File: src/rtl/rsa_encryption.sv
// Toy RSA encryptor: c = m^E mod N using a right-to-left square-and-multiply
// engine. It always runs EXP_W iterations, so latency does not depend on the data.
//
//   state | meaning
//   IDLE  | waiting for plaintext, m_ready high
//   CALC  | one exponent bit per clock, EXP_W clocks in total
//   DONE  | ciphertext presented, held until c_ready
module rsa_encryption #(
  parameter int WIDTH = 8,
  parameter int N_MOD = 143,
  parameter int E_EXP = 7,
  parameter int EXP_W = 8
) (
  input  logic             clk,
  input  logic             reset,
  input  logic [WIDTH-1:0] m_in,
  input  logic             m_valid,
  output logic             m_ready,
  output logic [WIDTH-1:0] c_out,
  output logic             c_valid,
  input  logic             c_ready,
  output logic             busy
);

  localparam int CNT_W = $clog2(EXP_W) + 1;
  localparam logic [CNT_W-1:0]   CNT_LAST = CNT_W'(EXP_W - 1);
  localparam logic [WIDTH-1:0]   N_NARROW = WIDTH'(N_MOD);
  localparam logic [2*WIDTH-1:0] N_WIDE   = (2*WIDTH)'(N_MOD);

  typedef enum logic [1:0] {IDLE, CALC, DONE} state_e;

  state_e             state_q;
  logic [WIDTH-1:0]   result_q;
  logic [WIDTH-1:0]   base_q;
  logic [EXP_W-1:0]   exp_q;
  logic [CNT_W-1:0]   count_q;
  logic               m_ready_q;
  logic               c_valid_q;
  logic               busy_q;
  logic [WIDTH-1:0]   c_out_q;

  logic [2*WIDTH-1:0] prod_rb;
  logic [2*WIDTH-1:0] prod_bb;
  logic [WIDTH-1:0]   result_mul_d;
  logic [WIDTH-1:0]   base_sq_d;
  logic [WIDTH-1:0]   base_in_d;

  // Full-width products, reduced mod N; both use the pre-update register values
  assign prod_rb      = {{WIDTH{1'b0}}, result_q} * {{WIDTH{1'b0}}, base_q};
  assign prod_bb      = {{WIDTH{1'b0}}, base_q} * {{WIDTH{1'b0}}, base_q};
  assign result_mul_d = WIDTH'(prod_rb % N_WIDE);
  assign base_sq_d    = WIDTH'(prod_bb % N_WIDE);
  // Inputs at or above the modulus are folded back into range before use
  assign base_in_d    = m_in % N_NARROW;

  // Sequencer and datapath. Every output comes straight from a register.
  always_ff @(posedge clk or negedge reset) begin
    if (!reset) begin
      state_q   <= IDLE;
      result_q  <= '0;
      base_q    <= '0;
      exp_q     <= '0;
      count_q   <= '0;
      m_ready_q <= 1'b1;
      c_valid_q <= 1'b0;
      busy_q    <= 1'b0;
      c_out_q   <= '0;
    end else begin
      case (state_q)
        IDLE: begin
          if (m_valid && m_ready_q) begin
            base_q    <= base_in_d;
            result_q  <= WIDTH'(1);
            exp_q     <= EXP_W'(E_EXP);
            count_q   <= '0;
            m_ready_q <= 1'b0;
            busy_q    <= 1'b1;
            state_q   <= CALC;
          end
        end
        CALC: begin
          if (exp_q[0]) begin
            result_q <= result_mul_d;
          end
          base_q  <= base_sq_d;
          exp_q   <= exp_q >> 1;
          count_q <= count_q + CNT_W'(1);
          // No early exit on exp == 0; the iteration count is fixed
          if (count_q == CNT_LAST) begin
            state_q <= DONE;
          end
        end
        DONE: begin
          // The first DONE clock publishes the result; after that, wait for the sink
          if (!c_valid_q) begin
            c_valid_q <= 1'b1;
            c_out_q   <= result_q;
          end else if (c_ready) begin
            c_valid_q <= 1'b0;
            m_ready_q <= 1'b1;
            busy_q    <= 1'b0;
            state_q   <= IDLE;
          end
        end
        default: begin
          state_q <= IDLE;
        end
      endcase
    end
  end

  assign m_ready = m_ready_q;
  assign c_valid = c_valid_q;
  assign c_out   = c_out_q;
  assign busy    = busy_q;

endmodule

File: config.mk
export PLATFORM = sky130hd
export DESIGN_NAME = rsa_encryption
export DESIGN_NICKNAME = d
export VERILOG_FILES = /design/src/rtl/rsa_encryption.sv
export SDC_FILE = /design/constraint.sdc
export NUM_CORES = 1
export LEC_CHECK = 0
export CAP_MARGIN = 15
export CORE_MARGIN = 2
export CORE_UTILIZATION = 40
export CTS_CLUSTER_DIAMETER = 80
export CTS_CLUSTER_SIZE = 8
export DETAILED_ROUTE_END_ITERATION = 16
export SLEW_MARGIN = 10
export SYNTH_ARGS = -nofsm -noshare
export SYNTH_HDL_FRONTEND = slang
export SYNTH_SLANG_ARGS = --single-unit
File: constraint.sdc
create_clock -name clk -period 13.4 [get_ports clk]
set_input_delay 2.68 -clock clk [delete_from_list [all_inputs] [get_ports clk]]
set_output_delay 2.68 -clock clk [all_outputs]
set_load 0.01 [all_outputs]
* Word-level counts from Yosys, hierarchy flattened
Cells that the tools add are included.
** Operators by class
- Add/sub/neg operators :: 1
- $mul :: 2
- Div/mod/pow operators :: 3
- Order comparisons :: 0
- Equal/unequal tests :: 8
- Shifts and indexed selects :: 0
- Mux-type cells :: 24
- Bitwise operators :: 1
- Reduce and logical (&&, ||, !) cells :: 9
** Operator list (count)
- one-hot mux 8 bit (2 select lines) :: 3
- remainder unit 16 x 8 -> 16 bit (second input constant) :: 2
- multiplier 8 x 8 -> 16 bit :: 2
- 2-to-1 mux 8 bit :: 4
- inequality test 2 bit (second input constant) :: 5
- remainder unit 8 x 8 -> 8 bit (second input constant) :: 1
- 2-to-1 mux 1 bit :: 8
- 2-to-1 mux 2 bit :: 4
- one-hot mux 4 bit (2 select lines) :: 1
- AND reduction 4 bit :: 2
- one-hot mux 2 bit (3 select lines) :: 1
- adder 4 x 1 -> 4 bit (second input constant) :: 1
- equality test 4 x 3 -> 1 bit (second input constant) :: 1
- 2-to-1 mux 4 bit :: 1
- one-hot mux 1 bit (2 select lines) :: 2
- AND reduction 2 bit :: 2
- nonzero test 2 bit :: 2
- AND reduction 3 bit :: 1
- equality test 2 x 1 -> 1 bit (second input constant) :: 1
- equality test 2 bit (second input constant) :: 1
- logical NOT 2 bit :: 1
- logical AND 1 bit :: 1
- inverter 1 bit :: 1
** Word-level totals
- Flip-flop bits (word level) :: 41
- Latch bits :: 0
- Bits in writable memories :: 0
- ROM bits :: 0
- Bits of input ports :: 12
- Output and inout port bits :: 11
- Word-level logic and storage cells :: 57
- Memories kept :: 0

* Longest topological paths before layout
- Depth in word-level cells :: 4
- Depth in mapped cells :: 53
- Gate-level depth less buffers :: 49

* Worst setup path after synthesis
No wires, ideal clock.
- Path kind :: reg2reg
- Start point :: reg base_q[6]
- End point :: reg base_q[5]
- Library setup time :: 125 ps
- Arrival :: 11654 ps
- Required time :: 13275 ps
- Path slack :: 1621 ps
- Stages on the path, launching flop included :: 51
- Buffers on the path :: 3
- Clock period less this slack :: 11779 ps
- Cell sequence :: dfrtp_1 clkbuf_1 clkbuf_1 nand2_1 fa_1 inv_1 fa_1 fa_1 inv_1 fa_1 inv_1 ha_1 buf_2 a21oi_2 o21ai_0 or3_1 or3_1 and3_1 (+15 left out) nand3_1 or3_1 o211a_2 a21boi_2 xnor2_1 ha_1 and3_1 mux2i_1 mux2_2 nand2b_1 o21ai_1 nand2_1 ha_1 o211ai_1 a31oi_2 o211ai_2 xnor2_1 mux2_2
** Between the ends
- Cells in the longest elaborated chain, start to end :: 3
** Ends and longest elaborated chain
- start: declaration :: line 34 : logic [WIDTH-1:0] base_q;
- start signal: assignment :: line 72 : base_q <= base_in_d;
- start signal: assignment :: line 85 : base_q <= base_sq_d;
- multiplier 8 x 8 -> 16 bit :: line 50 : assign prod_bb = {{WIDTH{1'b0}}, base_q} * {{WIDTH{1'b0}}, base_q};
- remainder unit 16 x 8 -> 16 bit :: line 52 : assign base_sq_d = WIDTH'(prod_bb % N_WIDE);
- one-hot mux 8 bit (2 select lines) :: line 69 : case (state_q)
Every way passes these cells.
A chain may end at the register's enable or synchronous reset.

* Worst setup path after layout
- Start point :: reg base_q[1]
- End point :: reg base_q[5]
The elaborated chain is that of the path after synthesis.

==> impl_metrics.ini <==
[floorplanning]
die_x_um = 173.3
fp.dieArea_um2 = 30030
die_y_um = 173.3
core-area_um2 = 28010
io_pins = 23
num_rows = 61
initial_core_util_pct = 40.93

[yosys]
synth_cell_types = 133
yosysSeqAreaShare_pct = 7.868
ys_ff_latch = 36
synth_nets = 1621
mappedNetlistArea_um2 = 11470
netlist_instances = 1476
yosysWarnings = 0
async_flop_share_pct = 100.0
syn_area_per_cell_um2 = 7.768
synth_edf_count = 0
ys.flop_type = dfrtp_1

[timing]
final.min_clock_period_ns = 12.66
worst_pin_slew_ns = 1.095
hold_viol = 0
finalSetupViolations = 0
worst_hold_slack_ns = 0.4884
slew_headroom_pct = 26.82
finalClockSkew_ns = 0.004731
fmax_mhz = 78.97
slew_viol_final = 0
fin_crit_sh_pct = 94.50

[worst_setup_path]
crit_required_ns = 13.57
crit_path_start_kind = flip-flop
slowest_stage = or3_1
cp_common_cell = fa_1
worstPathMaxFanout = 20
slowest_delay_ns = 0.57
endpoint_kind = flip-flop
worstSetupPathType = flip-flop to flip-flop
cp.arrival_ns = 12.84

[job]
drv_cap = 0

[global_routing]
grt_max_degree = 37
groute.usage.overall_pct = 19.29
first_global_vias = 10114
overflow = 0
grt_pass1_wl_um = 49800
antenna_found_initial = 0

[routing]
antenna_left = 0
avgViaCountPerCell = 5.934
top_layer = met4
wl_met2_um = 14610
vias = 10942
first_pass_iters = 5
wl_um = 30020
met1Wirelength_um = 14040
drtIter0Drc = 726
wl_per_cell_um = 16.28
drc = 0
wl_met3_um = 1126

[cts]
htree_levels = 2
cts_max_path_buffers = 2
tritoncts = built
cts_root_buf = clkbuf_16
clkLatencyLatePin_ns = 0.29
numCtsBuffers = 5
clock_sinks = 36
path_clk_slew_ns = 0.06

[layout]
drive_above_1_share_pct = 13.10
mostFrequentLayoutCell = nand2_1
n_antenna_cell = 0
area_growth_pct = 8.271
nNetsFinal = 1610
final_cell_mix = nand2_1, inv_1, and2_1

[run_status]
status = complete, no violations

[placement]
hpwl_um = 24130
port-buffer-count = 22
gp_congestion = 0.9204

[worst_hold_path]
hp-class = flip-flop to flip-flop
logic make-up (layout without fill, tap and decap cells):
logic type	after synthesis	after routing	share of synthesized area [%]
flip-flops	36	36	7.868
buffers and inverters	186	176	6.526
adder cells (fa/ha/maj)	137	137	18.86
AO/OA/AOI/OAI	443	443	30.76
XOR/XNOR	57	57	4.681
multiplexers	37	37	3.503
AND/OR/NAND/NOR	580	580	27.80
worst max-delay path: cells and delay by family (launching register included):
family          cells  cell delay [ns]
buf+inv             2             0.10
xor+xnor            2             0.37
flops               1             0.54
compound gates     19             4.49
simple gates       12             3.10
fa+ha+maj           8             3.33
mux                 3             0.64
what timing repair did:
| action | in CTS | in global routing |
|---|---|---|
| hold buffers | 0 | 0 |
| endpoints found under the setup margin | 0 | 16 |
| gates resized for setup | 0 | 41 |
| buffers inserted | 0 | 13 |
Yosys cell counts, drive strengths merged (7+ instances only):
master   number  area share (%)
nand2       140             4.6
inv         120             3.9
nor2         96             3.4
and2         90             4.9
a21oi        88             4.2
o21ai        73             3.3
ha           72             7.9
fa           61              11
nand3        56             2.7
nor3         47             2.2
xnor2        41             3.5
clkbuf       40             1.3
dfrtp        35             7.6
a21o         30             2.0
buf          26             1.3
mux2i        22             2.0
o211ai       21             1.5
and3         20             1.1
a211oi       19             1.6
or3          19             1.0
o21a         18             1.3
a31oi        17             1.2
or2          17            0.95
nand2b       16            0.87
xor2         16             1.2
mux2         15             1.5
o31ai        15             1.3
nor2b        14            0.76
nand4        13            0.71
nor4         13             1.2
a211o        10            0.77
a2111oi       9            0.98
a21boi        9            0.62
a22o          9            0.69
o2111ai       9            0.74
o31a          9            0.76
and4          8            0.63
a221oi        7            0.64
a311oi        7            0.64
a31o          7            0.53
registers in the layout (all words and copies together) (netlist names):
signal and count:
c_out 8, result_q 8, base_q 8, busy 1, m_ready 1, c_valid 1
exp_q 3, state_q 2, count_q 4
routing by layer:
layer / vias to the layer above / GRT usage [%]
met2: 265 / 33.53
met3: 26 / 1.645
li1: 5391 / -
met4: 0 / 2.860
met1: 5260 / 26.54
met5: - / 0
worst paths after layout:
path / start / endpoint / slack, ns / depth (start not counted)
max: base_q[1] / base_q[5] / 0.74 / 46
min: busy / busy / 0.49 / 2
max reg2reg: base_q[1] / base_q[5] / 0.74 / 46
min reg2reg: busy / busy / 0.49 / 2
max in group asynchronous: reset / base_q[6] / 10.29 / 1
min in group asynchronous: reset / base_q[1] / 2.52 / 1
stage by stage:
step / setup TNS [ns] / utilization [%] / instances / setup slack (ns) / instance area, um^2
finish: 0 / 44.32 / 1844 / 0.7376 / 12410
detailed placement: 0 / 42.68 / 1823 / 0.1113 / 11950
CTS: 0 / 43.22 / 1831 / 0.05440 / 12110
global route: -0.02546 / 44.32 / 1844 / -0.02546 / 12410
floorplan: 0 / - / 1476 / 1.621 / 11470
global placement: 0 / 42.68 / 1823 / 0.3352 / 11950
final cells by class:
class,count,area [um^2]
Multi-Input combinational cell,1254,10000
Tap cell,378,473.0
Inverter,120,450.4
Timing Repair Buffer,48,422.9
Clock inverter,2,13.76
Clock buffer,6,138.9
Fill cell,2819,15600
Sequential cell,36,910.9
Power is not shown: default switching activity piles up to over one toggle a cycle in this logic, so the estimate is an artifact.
